===== src/rtl/marshal_pkg.sv =====
`default_nettype none
// ============================================================================
//  Module   : marshal_pkg
//  Purpose  : Shared types and defaults for the serial frame marshaller:
//             FSM state encoding, byte type, output-buffer entry layout.
//  Revision : 1.0  initial release
// ============================================================================
package marshal_pkg;

  localparam logic [7:0] SYNC_BYTE_DEF   = 8'h34;
  localparam int         FRAME_BYTES_DEF = 3;

  typedef logic [7:0] byte_t;

  typedef enum logic [1:0] {
    ST_HUNT   = 2'd0,
    ST_LOCKED = 2'd1,
    ST_CHECK  = 2'd2
  } state_e;

  // Output buffer payload: first-of-frame flag above the data byte.
  typedef struct packed {
    logic  first;
    byte_t data;
  } buf_entry_t;

endpackage : marshal_pkg
`default_nettype wire


===== src/rtl/marshal_out_buf.sv =====
`default_nettype none
// ============================================================================
//  Module   : marshal_out_buf
//  Purpose  : Two-entry FIFO between the frame deframer and the downstream
//             valid/ready consumer. A push into a full buffer is accepted
//             only when the head is popped in the same cycle.
//  Revision : 1.0  initial release
// ============================================================================
module marshal_out_buf
  import marshal_pkg::*;
(
  input  logic       clk,
  input  logic       rst,
  input  logic       push,
  input  buf_entry_t push_data,
  input  logic       pop,
  output buf_entry_t pop_data,
  output logic       full,
  output logic       empty
);

  buf_entry_t mem_q [2];
  buf_entry_t mem_d [2];
  logic       rd_ptr_q, rd_ptr_d;
  logic       wr_ptr_q, wr_ptr_d;
  logic [1:0] count_q, count_d;
  logic       do_push;
  logic       do_pop;

  // Storage, pointers and occupancy; synchronous active-low clear.
  always_ff @(posedge clk) begin
    if (!rst) begin
      mem_q[0] <= '0;
      mem_q[1] <= '0;
      rd_ptr_q <= 1'b0;
      wr_ptr_q <= 1'b0;
      count_q  <= 2'd0;
    end else begin
      mem_q    <= mem_d;
      rd_ptr_q <= rd_ptr_d;
      wr_ptr_q <= wr_ptr_d;
      count_q  <= count_d;
    end
  end

  // Next state: a pop frees the head slot, so a full buffer can still take a push.
  always_comb begin
    do_pop   = pop && (count_q != 2'd0);
    do_push  = push && ((count_q != 2'd2) || do_pop);
    mem_d    = mem_q;
    rd_ptr_d = rd_ptr_q;
    wr_ptr_d = wr_ptr_q;
    count_d  = count_q;
    if (do_push) begin
      mem_d[wr_ptr_q] = push_data;
      wr_ptr_d        = ~wr_ptr_q;
    end
    if (do_pop) begin
      rd_ptr_d = ~rd_ptr_q;
    end
    case ({do_push, do_pop})
      2'b10:   count_d = count_q + 2'd1;
      2'b01:   count_d = count_q - 2'd1;
      default: count_d = count_q;
    endcase
  end

  // Status flags; the head is forced to zero when empty so idle outputs read 0.
  always_comb begin
    full     = (count_q == 2'd2);
    empty    = (count_q == 2'd0);
    pop_data = empty ? '0 : mem_q[rd_ptr_q];
  end

endmodule : marshal_out_buf
`default_nettype wire


===== src/rtl/marshal_frame_ctrl.sv =====
`default_nettype none
// ============================================================================
//  Module   : marshal_frame_ctrl
//  Purpose  : LSB-first serial deframer. Hunts for SYNC_BYTE, then emits
//             FRAME_BYTES payload bytes per frame into a 2-entry output
//             buffer, re-checking the sync byte after every frame.
//  Revision : 1.0  initial release
// ============================================================================
module marshal_frame_ctrl
  import marshal_pkg::*;
#(
  parameter byte_t SYNC_BYTE   = SYNC_BYTE_DEF,
  parameter int    FRAME_BYTES = FRAME_BYTES_DEF
)(
  input  logic       clk,
  input  logic       rst,
  input  logic       serial_in,
  input  logic       bit_valid,
  output logic [7:0] m_data,
  output logic       m_first,
  output logic       m_valid,
  input  logic       m_ready,
  output logic       locked,
  output logic       lock_err,
  output logic       drop
);

  localparam byte_t LAST_BYTE = byte_t'(FRAME_BYTES - 1);

  state_e      state_q, state_d;
  // Only sh[7:1] is retained: bit 0 is shifted out on the very next bit,
  // before it could ever take part in a compare.
  logic [7:1]  sh_q, sh_d;
  logic [2:0]  bit_cnt_q, bit_cnt_d;
  byte_t       byte_cnt_q, byte_cnt_d;
  logic        lock_err_q, lock_err_d;
  logic        drop_q, drop_d;

  byte_t       nx;
  logic        byte_done;
  logic        push;
  logic        pop;
  buf_entry_t  push_entry;
  buf_entry_t  head;
  logic        buf_full;
  logic        buf_empty;

  // Window value including the bit currently presented.
  assign nx        = {serial_in, sh_q[7:1]};
  assign byte_done = bit_valid && (bit_cnt_q == 3'd7);

  // State register.
  always_ff @(posedge clk) begin
    if (!rst) begin
      state_q <= ST_HUNT;
    end else begin
      state_q <= state_d;
    end
  end

  // Datapath registers: shift window, counters and registered pulses.
  always_ff @(posedge clk) begin
    if (!rst) begin
      sh_q       <= '0;
      bit_cnt_q  <= '0;
      byte_cnt_q <= '0;
      lock_err_q <= 1'b0;
      drop_q     <= 1'b0;
    end else begin
      sh_q       <= sh_d;
      bit_cnt_q  <= bit_cnt_d;
      byte_cnt_q <= byte_cnt_d;
      lock_err_q <= lock_err_d;
      drop_q     <= drop_d;
    end
  end

  // Next-state logic: only a sampled bit can move the FSM.
  always_comb begin
    state_d = state_q;
    if (bit_valid) begin
      case (state_q)
        ST_HUNT: begin
          if (nx == SYNC_BYTE) state_d = ST_LOCKED;
        end
        ST_LOCKED: begin
          if (byte_done && (byte_cnt_q == LAST_BYTE)) state_d = ST_CHECK;
        end
        ST_CHECK: begin
          if (byte_done) state_d = (nx == SYNC_BYTE) ? ST_LOCKED : ST_HUNT;
        end
        default: state_d = ST_HUNT;
      endcase
    end
  end

  // Datapath next values: shift on every sampled bit, count only while locked.
  always_comb begin
    sh_d       = sh_q;
    bit_cnt_d  = bit_cnt_q;
    byte_cnt_d = byte_cnt_q;
    if (bit_valid) begin
      sh_d = nx[7:1];
      case (state_q)
        ST_LOCKED: begin
          bit_cnt_d = bit_cnt_q + 3'd1;
          if (byte_done) byte_cnt_d = byte_cnt_q + 8'd1;
        end
        ST_CHECK: begin
          bit_cnt_d = bit_cnt_q + 3'd1;
          if (byte_done) byte_cnt_d = '0;
        end
        default: begin
          bit_cnt_d  = '0;
          byte_cnt_d = '0;
        end
      endcase
    end
  end

  // Outputs: buffer push, error/drop pulse requests and the stream interface.
  always_comb begin
    push             = byte_done && (state_q == ST_LOCKED);
    push_entry.first = (byte_cnt_q == 8'd0);
    push_entry.data  = nx;
    m_valid          = !buf_empty;
    pop              = m_valid && m_ready;
    m_data           = head.data;
    m_first          = head.first;
    locked           = (state_q != ST_HUNT);
    lock_err         = lock_err_q;
    drop             = drop_q;
    lock_err_d       = byte_done && (state_q == ST_CHECK) && (nx != SYNC_BYTE);
    drop_d           = push && buf_full && !pop;
  end

  marshal_out_buf u_out_buf (
    .clk       (clk),
    .rst       (rst),
    .push      (push),
    .push_data (push_entry),
    .pop       (pop),
    .pop_data  (head),
    .full      (buf_full),
    .empty     (buf_empty)
  );

endmodule : marshal_frame_ctrl
`default_nettype wire


===== config.mk =====
export PLATFORM = sky130hd
export DESIGN_NAME = marshal_frame_ctrl
export DESIGN_NICKNAME = d
export VERILOG_FILES = /design/src/rtl/marshal_pkg.sv /design/src/rtl/marshal_out_buf.sv /design/src/rtl/marshal_frame_ctrl.sv
export SDC_FILE = /design/constraint.sdc
export NUM_CORES = 1
export LEC_CHECK = 0
export CORE_ASPECT_RATIO = 1.1
export CORE_MARGIN = 2
export CORE_UTILIZATION = 44
export CTS_BUF_LIST = sky130_fd_sc_hd__clkbuf_4 sky130_fd_sc_hd__clkbuf_8
export DETAILED_ROUTE_END_ITERATION = 7
export SETUP_SLACK_MARGIN = 0.5
export SLEW_MARGIN = 10
export SYNTH_ARGS = -nofsm -noshare
export SYNTH_HDL_FRONTEND = slang
export SYNTH_SLANG_ARGS = --single-unit

===== constraint.sdc =====
create_clock -name clk -period 2.3 [get_ports clk]
set_input_delay 0.575 -clock clk [delete_from_list [all_inputs] [get_ports clk]]
set_output_delay 0.575 -clock clk [all_outputs]
set_load 0.005 [all_outputs]

; ---- After elaboration in Yosys (flattened, before gate mapping)
; Cells that the tools add are included.
[classes]
n_addsub = 4
mul = 0
n_div = 0
magnitude_cmp = 3
n_eq_ne = 14
n_shift = 0
mux = 17
n_bitwise = 4
n_reduce_logical = 23
[op_table]
columns = cell, n
row1 = two-way mux 9 bit, 5
row2 = bitwise mux 18 bit, 1
row3 = two-way mux 8 bit, 2
row4 = case mux 8 bit (2 select lines), 1
row5 = logical AND 1 bit, 11
row6 = != test 2 bit (second input constant), 5
row7 = demux 9 bit (select 1 bit), 1
row8 = adder 8 x 1 -> 8 bit (second input constant), 1
row9 = == test 8 x 2 -> 1 bit (second input constant), 1
row10 = == test 8 x 6 -> 1 bit (second input constant), 1
row11 = zero test 8 bit, 1
row12 = != test 8 x 6 -> 1 bit (second input constant), 1
row13 = == test 2 bit (second input constant), 3
row14 = two-way mux 2 bit, 3
row15 = case mux 2 bit (3 select lines), 1
row16 = nonzero test 2 bit, 3
row17 = == test 2 x 1 -> 1 bit (second input constant), 2
row18 = >= comparator 2 bit (second input constant), 2
row19 = zero test 2 bit, 2
row20 = NOT 1 -> 2 bit, 2
row21 = case mux 2 bit (2 select lines), 1
row22 = AND reduction 4 bit, 1
row23 = adder 3 x 1 -> 3 bit (second input constant), 1
row24 = == test 3 bit (second input constant), 1
row25 = other kinds (10), 12
[word_totals]
regBits = 44
latch_bits = 0
ram_bits = 0
rom_bits = 0
output_inout_bits = 13
word_cells = 78
mem_count = 0

; ---- Logic depth before layout (Yosys ltp)
[logic_depth]
depth_word = 8
ltp_mapped = 8
ltp_nobuf = 8

; ---- Hierarchy
; Synthesis repeated with hierarchy kept, for this count alone.
[unflattened]
hier_cells = 232
hier_area_um2 = 2139.6
[modules_own_cells]
columns = module, n_inst, cells_per_inst, area_per_inst_um2, seq_area_each_um2
row1 = marshal_frame_ctrl, 1, 121, 1104.8, 440.4
row2 = marshal_out_buf, 1, 111, 1034.7, 440.4

; ---- Worst setup path after synthesis
; No wires, ideal clock.
[synth_timing]
path_type = input to register
startpoint = input port m_ready
endpoint = register u_out_buf.count_q[1]
setup_ns = 0.070
arrival_ns = 1.759
required_ns = 2.230
slack_ns = 0.471
stages = 5
path_cell_list = or3b_1 > nand2_1 > ha_1 > or3_1 > a21oi_1
[synth_via]
elab_chain_len = 6
[synth_rtl]
columns = item, line_no
row1 = start: declaration, marshal_frame_ctrl.sv:22  ; input logic m_ready,
row2 = logical AND 1 bit *, marshal_frame_ctrl.sv:127  ; pop = m_valid && m_ready;
row3 = logical AND 1 bit *, marshal_out_buf.sv:48  ; do_pop = pop && (count_q != 2'd0);
row4 = logical OR 1 bit, marshal_out_buf.sv:49  ; do_push = push && ((count_q != 2'd2) || do_pop);
row5 = logical AND 1 bit, marshal_out_buf.sv:49
row6 = == test 2 x 1 -> 1 bit / == test 2 bit (equally long branches), marshal_out_buf.sv:61  ; case ({do_push, do_pop})
row7 = case mux 2 bit (2 select lines) / nonzero test 2 bit (equally long branches), --
row8 = end signal: assignment, marshal_out_buf.sv:42  ; count_q <= count_d;
row9 = end: declaration, marshal_out_buf.sv:26  ; logic [1:0] count_q, count_d;
; Every way passes the cells marked *; elsewhere a longest branch is shown, timed or not.
; A chain may end at the register's enable or synchronous reset.

; ---- Worst setup path in the final report
[layout_timing]
startpoint = register u_out_buf.rd_ptr_q
endpoint = output port m_data[6]
[layout_via]
elab_chain_len = 5
[layout_rtl]
columns = item, line_no
row1 = start: declaration, marshal_out_buf.sv:24  ; logic rd_ptr_q, rd_ptr_d;
row2 = start signal: assignment, marshal_out_buf.sv:40  ; rd_ptr_q <= rd_ptr_d;
row3 = NOT 1 -> 2 bit (not written as such), marshal_out_buf.sv:72  ; pop_data = empty ? '0 : mem_q[rd_ptr_q];
row4 = two-way mux 9 bit (not written as such) (3 in a row), marshal_out_buf.sv:72
row5 = two-way mux 9 bit, marshal_out_buf.sv:72
row6 = end: declaration, marshal_frame_ctrl.sv:19  ; output logic [7:0] m_data,
; No other way between the ends. The select of a mux whose other input is x is not followed.

==> reports/qor.yml <==
status: "complete, no violations"
start_util: 0.453
syn_nets: 233
drv_slew: 0
hp-class: "reg -> reg"
fin_crit_sh: 0.808
fmax_ghz: 0.538
synth-seq-cells: 44
leakagePower_nw: 1.13
relSlewSlack: 0.680
vias: 1558
avgSynthCellArea_sq_um: 9.52
setup_violations: 0
insertedDiodeCount: 0
drcViolationCount: 0
core-area_sq_um: 4590
drt-pass1-iter-count: 4
drv_cap: 0
cts_buffers: 5
postSynth.asyncResetShare: 0
synth_edf_count: 0
cp_slowest_cell: "dfxtp_4"
ant_nets: 0
grt.overflow.total: 0
synthCells: 218
cts_max_level: 2
synth-seq-area-share: 0.424
routed_via_density: 5.07
grt_antenna_before_repair: 0
crit_family: "flip-flops"
syn_to_final_growth_pct: 26.9
ir_drop_uv: 423
place_area_sq_um: 2340
power_mw: 1.50
die_w_um: 69.5
port_buffers: 17
fin_area_sq_um: 2630
root_buffer: "clkbuf_8"
ioPinCount: 18
layout_commonest_cell: "nor2_1"
track_usage: 0.167
grt_start_max_net_pins: 31
nets: 266
crit_path_start_kind: "register"
crit_chain: "buf_8, buf_4, mux2i_1, nor2_1, buf_2"
final_cell_mix: "44 x nor2_1, 38 x dfxtp_1, 35 x mux2i_1, 13 x buf_4, 8 x inv_1"
grt_pass1_wl_um: 7060
ys.flop_type: "dfxtp_1"
fin_setup_tns_ns: 0
rsz0062_at_grt: "true"
cp.arrival_ns: 1.28
drive_gt1_frac: 0.231
die_y_um: 76.0
path_class: "reg -> out"
critPathMaxStageDelay_ns: 0.40
clk_latency_ns: 0.29
critPathMaxFanout: 5
fin_skew_ns: 0.00943
fin_crit_ns: 1.86
routed_wl_um: 4200
p_per_area_nw_per_um2: 571
critPathBufInv: 3
yosysWarnings: 0
clock-sinks: 44
path_clk_slew_ns: 0.08
end_kind: "output pin"
fp-row-count: 26
gp_congestion: 0.765
yosysUniqueCellTypes: 39
grt_pass1_vias: 1525
syn_area_sq_um: 2080
cts_tree: "built"
required_ns: 1.73
cts.path.max_buffers: 2
first_iter_violations: 37
die_area_sq_um: 5280
hold_violations: 0
routedWlPerCell_um: 13.7
dp_hpwl_um: 2690
tightest_slew_ns: 0.479
layout make-up:
cell class	instances	area, sq um
clock buffers	5	68.8
clock inverters	2	60.1
fillers	420	1950
inverters	10	37.5
multi-input cells	155	1180
flip-flops and latches	44	898
well taps	56	70.1
repair buffers	35	318
repair_timing:
action,in CTS,in global routing
cloned,1,0
endpoints found under the setup margin,15,30
hold buffers,0,0
pin swaps,9,6
setup buffers,7,4
gates resized for setup,51,15
kinds of logic after synthesis:
kind of cell / synth area share
xor+xnor: 0.0338
simple gates: 0.210
compound gates: 0.0543
buf+inv: 0.0434
flops: 0.424
mux: 0.174
fa+ha+maj: 0.0603
sequential cells by signal, indices dropped and copies added (netlist names):
register / count
byte_cnt_q: 8
state_q: 2
u_out_buf.wr_ptr_q: 1
lock_err: 1
u_out_buf.rd_ptr_q: 1
bit_cnt_q: 3
drop: 1
u_out_buf.mem_q: 18
u_out_buf.count_q: 2
sh_q: 7
cell usage after synthesis, types with 4 or more instances:
cell type,instances,area (sq um)
ha_1,10,125
inv_1,10,37.5
dfxtp_1,44,881
xor2_1,6,52.6
nand2_1,7,26.3
a21oi_1,6,30.0
nor2_1,45,169
or3_1,4,25.0
nand3_1,5,25.0
and3_1,4,25.0
mux2i_1,36,360
per-layer routing:
metal,part of all wire,track usage,vias to the layer above
met5,0,0,-
met4,0.018,0.0647,0
met3,0.028,0.0423,8
met2,0.48,0.274,21
met1,0.48,0.211,726
li1,-,-,803
stage by stage:
stage / cells / setup WS (ns) / hold WS (ns) / util
after floorplan: 218 / 0.527 / 0.436 / -
after global placement: 288 / 0.0499 / 0.446 / 0.510
after detailed placement: 288 / 0.0267 / 0.458 / 0.510
after CTS: 303 / 0.373 / 0.471 / 0.559
after global routing: 307 / 0.396 / 0.502 / 0.574
final: 307 / 0.442 / 0.468 / 0.574
tightest hold or removal path, delay by kind of cell (launching register included):
family	cells	cell delay (ns)
DFF	1	0.31
AOI/OAI and AO/OA	1	0.05
and+or+nand+nor	1	0.06
power breakdown:
group | switching [mW] | leakage, nW | total (mW) | internal [mW]
Sequential | 0.00528 | 0.359 | 0.765 | 0.760
Clock | 0.261 | 0.0642 | 0.688 | 0.428
Combinational | 0.0297 | 0.702 | 0.0497 | 0.0200
Total | 0.296 | 1.13 | 1.50 | 1.21
worst paths after layout:
path                          end  slack (ns)               start  cells past startpoint
max                     m_data[6]        0.44  u_out_buf.rd_ptr_q                      5
max reg2reg  u_out_buf.count_q[1]        0.51        bit_cnt_q[0]                      8
min                  bit_cnt_q[1]        0.47        bit_cnt_q[1]                      2
min reg2reg          bit_cnt_q[1]        0.47        bit_cnt_q[1]                      2
Power figures use the tool's default switching activity.
==> variant 1 (same settings) <==
Encoding of `state_e`: now one-hot (3 bits for 3 states).
--- a/src/rtl/marshal_pkg.sv
+++ b/src/rtl/marshal_pkg.sv
@@ -13,8 +13,8 @@
   typedef logic [7:0] byte_t;
 
-  typedef enum logic [1:0] {
-    ST_HUNT   = 2'd0,
-    ST_LOCKED = 2'd1,
-    ST_CHECK  = 2'd2
+  typedef enum logic [2:0] {
+    ST_HUNT   = 3'b001,
+    ST_LOCKED = 3'b010,
+    ST_CHECK  = 3'b100
   } state_e;
 
Check against the original RTL: same outputs for any inputs over 10 cycles, from zero or initial values and one cycle with rst low; not proved beyond that.
==> variant 1 against the original RTL <==
  * Worst setup slack worse by 0.022 ns
  * Worst hold slack worse by 0.016 ns
  * Design area grew 5.6%
  * Synthesized area up 1.8%
  * Combinational power grew 20%
  * Clock skew decreased by 0.0014 ns
  * Sequential cell count grew 1
  * Wire length is 11% higher
  * Power increased by 2.8%
  * Critical path type unchanged
  * Largest cell class unchanged
  * Largest power group unchanged
  * Highest routed layer unchanged
==> variant 1: results (changes against the original RTL) <==
[run_status]
status=finished clean

[finish]
nNetsFinal=296  ; +11%
drive_gt1_share_pct=26.9  ; +3.8 points
multi_input_area_sq_um=1200  ; +1.4%
fill_cells=432  ; +2.9%

[grt]
track_usage_pct=18.2  ; +1.5 points
grt_pass1_vias=1737  ; +14%
grt_pass1_wl_microns=7890  ; +12%

[synth]
synthTopCellsByArea=dfxtp_1, mux2i_1, nor2_1
seq_area_frac_synth_pct=42.6  ; +0.19 points
synth_cells=241  ; +11%
synthDistinctLibCells=41  ; +5.1%
synth_nets=252  ; +8.2%
synth.top_cells.by_count=dfxtp_1, nor2_1, nand3_1

[drt]
avgRoutedWirePerCell_microns=13.6  ; -0.51%
drtIter0Drc=93  ; +150%
vias_per_cell=5.32  ; +4.8%
vias=1819  ; +17%

[placed_design]
dpl_worst_slack_ns=-0.00733  ; -0.0341 ns
place_congestion=0.843  ; +10%
dp.cells=313  ; +8.7%
dp_hpwl_microns=2970  ; +10%
io_buffer_count=17  ; unchanged

[timing]
clock_skew_ns=0.00807  ; -0.00135 ns
worstMarginPinSlew_ns=0.387  ; -0.0923 ns

[critical_path]
slowest_stage=clkdlybuf4s50_1
cpPeakStageDelay_ns=0.43  ; +0.03 ns
arrival_ns=1.30  ; +0.02 ns

[cts]
htreeDepth=2  ; unchanged
clk_pin_slew_ns=0.08  ; about the same

[power_and_ir_drop]
power_leakage_nw=1.04  ; -7.8%
sw_frac_of_total_pct=20.0  ; +0.36 points

variant 1: layer usage:
layer  up-vias  GRT usage (%)  routed length [microns]
met5         -              0                        0
met2        33           31.9                     2380
li1        927              -                        -
met4         0           6.92                       78
met3         9           2.76                      135
met1       850           22.5                     2070
variant 1: critical path, delay by kind of cell (launching register included):
family        cells  cell delay [ns]
simple gates      1             0.16
buf+inv           2             0.48
flops             1             0.37
variant 1: timing repair:
action                     in CTS  in global routing
resized for setup              57                 19
buffers inserted               17                  3
cloned                          1                  0
pin swaps                       7                  8
setup endpoints to repair      34                 19
variant 1: power groups by stage:
stage | sequential [mW] | combinational [mW] | clock (mW)
finish | 0.785 | 0.0596 | 0.701
global route | 0.785 | 0.0656 | 0.753
CTS | 0.786 | 0.0591 | 0.724
detailed placement | 0.804 | 0.0595 | 0
global placement | 0.804 | 0.0603 | 0
floorplan | 0.803 | 0.0362 | 0
variant 1: cells by family after synthesis:
| kind of cell | count (synthesis) | share of synthesized area, % |
|---|---|---|
| compound gates | 38 | 10.2 |
| buf+inv | 21 | 4.80 |
| simple gates | 100 | 24.5 |
| flops | 45 | 42.6 |
| xor+xnor | 12 | 5.33 |
| fa+ha+maj | 6 | 3.55 |
| mux | 19 | 9.00 |
variant 1: cell type report:
| class | count | share of cell area, % |
|---|---|---|
| well taps | 56 | 2.52 |
| repair buffers | 52 | 16.0 |
| clock inverters | 3 | 2.34 |
| flip-flops and latches | 45 | 32.8 |
| inverters | 6 | 0.810 |
| clock buffers | 5 | 2.47 |
| multi-input cells | 175 | 43.0 |
variant 1: per-stage QoR:
step / hold WS [ns] / area, sq um
final: 0.453 / 2780
after global routing: 0.477 / 2780
after CTS: 0.460 / 2690
after detailed placement: 0.447 / 2410
after global placement: 0.442 / 2410
after floorplan: 0.428 / 2130
variant 1: final timing paths:
kind              slack [ns]                   end                 start
setup / recovery        0.42               m_valid  u_out_buf.count_q[0]
hold / removal          0.45   u_out_buf.mem_q[13]   u_out_buf.mem_q[13]
setup reg to reg        0.51  u_out_buf.count_q[1]          bit_cnt_q[1]
hold reg to reg         0.45   u_out_buf.mem_q[13]   u_out_buf.mem_q[13]
==> variant 2 (same flow settings) <==
Made on the original files. Put a register stage on the output `lock_err`. The value now appears one clock later. The other outputs are not delayed to match.
--- a/src/rtl/marshal_frame_ctrl.sv
+++ b/src/rtl/marshal_frame_ctrl.sv
@@ -27,4 +27,6 @@
 
   localparam byte_t LAST_BYTE = byte_t'(FRAME_BYTES - 1);
+
+  logic lock_err_c;
 
   state_e      state_q, state_d;
@@ -129,5 +131,5 @@
     m_first          = head.first;
     locked           = (state_q != ST_HUNT);
-    lock_err         = lock_err_q;
+    lock_err_c       = lock_err_q;
     drop             = drop_q;
     lock_err_d       = byte_done && (state_q == ST_CHECK) && (nx != SYNC_BYTE);
@@ -146,4 +148,8 @@
   );
 
+  always_ff @(posedge clk) begin
+    lock_err <= lock_err_c;
+  end
+
 endmodule : marshal_frame_ctrl
 `default_nettype wire
Formal check against the unedited RTL: no difference found for any inputs over 10 cycles, from zero or initial values and one cycle with rst low; that may be too few to reach the edited logic, so the function may still have changed.
==> variant 2 against the original RTL <==
  * Non-clock buffer count increased by 3
  * Power decreased by 3.0%
  * Worst hold slack got worse by 0.13 ns
  * Worst setup slack got worse by 0.011 ns
  * Count of clock-buffer cells in the layout increased by 1
  * Combinational power decreased by 0.8%
  * Wire length about the same
  * Clock skew decreased by 0.0056 ns
  * Design area increased by 1.6%
  * Sequential cell count increased by 1
  * Global-route usage decreased by 0.15 points
  * Synthesized area increased by 0.96%
  * Register-to-register slack improved by 0.06 ns
  * Largest cell class unchanged
  * Largest power group unchanged
  * Highest routed layer unchanged
==> variant 2: results (changes against the original RTL) <==
[grt]
met2_usage_pct=28.0  ; +0.60 points
use_met3_pct=3.70  ; -0.53 points
grt_pass1_wl_microns=7170  ; +1.6%

[run_status]
status=finished clean

[synth]
synthXorXnorAreaFrac_pct=3.34  ; -0.032 points
synth.top_cells.by_count=dfxtp_1, nor2_1, mux2i_1
synth.avg_cell_area_sq_um=9.57  ; +0.50%
seq_area_frac_synth_pct=43.0  ; +0.55 points
synth_nets=234  ; +0.43%
synth_fa_ha_area_share_pct=5.97  ; -0.058 points
muxShareOfSynthArea_pct=17.2  ; -0.17 points

[placed_design]
dp_hpwl_microns=2770  ; +2.7%

[finish]
drive_gt1_share_pct=24.6  ; +1.5 points
fill_cells=413  ; -1.7%
finalNonFillerCells=312  ; +1.6%
nNetsFinal=270  ; +1.5%

[drt]
vias=1606  ; +3.1%
met3_wirelength_microns=127  ; +6.7%
drtIter0Drc=58  ; +57%
wl_met1_microns=1950  ; -2.5%

[critical_path]
reg2reg_depth=6  ; -2
path_max_fanout=4  ; -1

[power_and_ir_drop]
ir_drop_mv=0.482  ; +14%
p_int_mw=1.15  ; -4.6%
pwr-share-seq_pct=53.8  ; +2.9 points
clkPwrFrac_pct=42.8  ; -3.0 points

[hold_path]
whs_path_depth=0  ; -2

[timing]
clock_skew_ns=0.00379  ; -0.00564 ns
slew_headroom_pct=76.1  ; +8.1 points

==> variant 2: final cells by class <==
class	instances	area [sq um]	area share, %
timing repair buffer	38	340	12.7
clock buffer	6	82.6	3.09
inverter	10	37.5	1.40
multi-input combinational	155	1190	44.6
sequential	45	915	34.2
tap	56	70.1	2.62
clock inverter	2	37.5	1.40
==> variant 2: final timing paths <==
| path | endpoint | startpoint | slack (ns) |
|---|---|---|---|
| max reg2reg | u_out_buf.count_q[1] | u_out_buf.count_q[0] | 0.57 |
| max | m_data[2] | u_out_buf.rd_ptr_q | 0.43 |
| min reg2reg | lock_err | lock_err_c | 0.34 |
| min | lock_err | lock_err_c | 0.34 |
==> variant 2: cells by family (layout without fill, tap and decap cells) <==
family                     after synthesis  count (layout)
xor gates and xnor gates                 8               8
muxes                                   36              36
and+or+nand+nor                         84              84
AOI/OAI and AO/OA                       17              17
adders and majority gates               10              10
buffers and inverters                   19              56
DFF                                     45              45
==> variant 2: what timing repair did <==
item	CTS	global route
endpoints found under the setup margin	24	22
hold endpoints to repair	0	0
pin swaps	6	9
buffers inserted	10	3
resized for setup	55	15
cloned	1	0
==> variant 2: critical path, cell delays in order, from the launching register on <==
cell	delay [ns]
dfxtp_2	0.35
buf_6	0.10
buf_6	0.12
buf_12	0.10
mux2i_1	0.16
nor2_1	0.05
buf_2	0.12
==> variant 2: through the flow <==
step	total power [mW]	setup WS (ns)	hold WS (ns)	utilization, %
3_3_place_gp	0.857	0.0479	0.314	51.2
3_5_place_dp	0.857	0.0201	0.326	51.2
4_1_cts	1.48	0.339	0.346	56.7
2_1_floorplan	0.835	0.527	0.310	-
6_report	1.46	0.431	0.338	57.9
5_1_grt	1.52	0.363	0.349	57.9
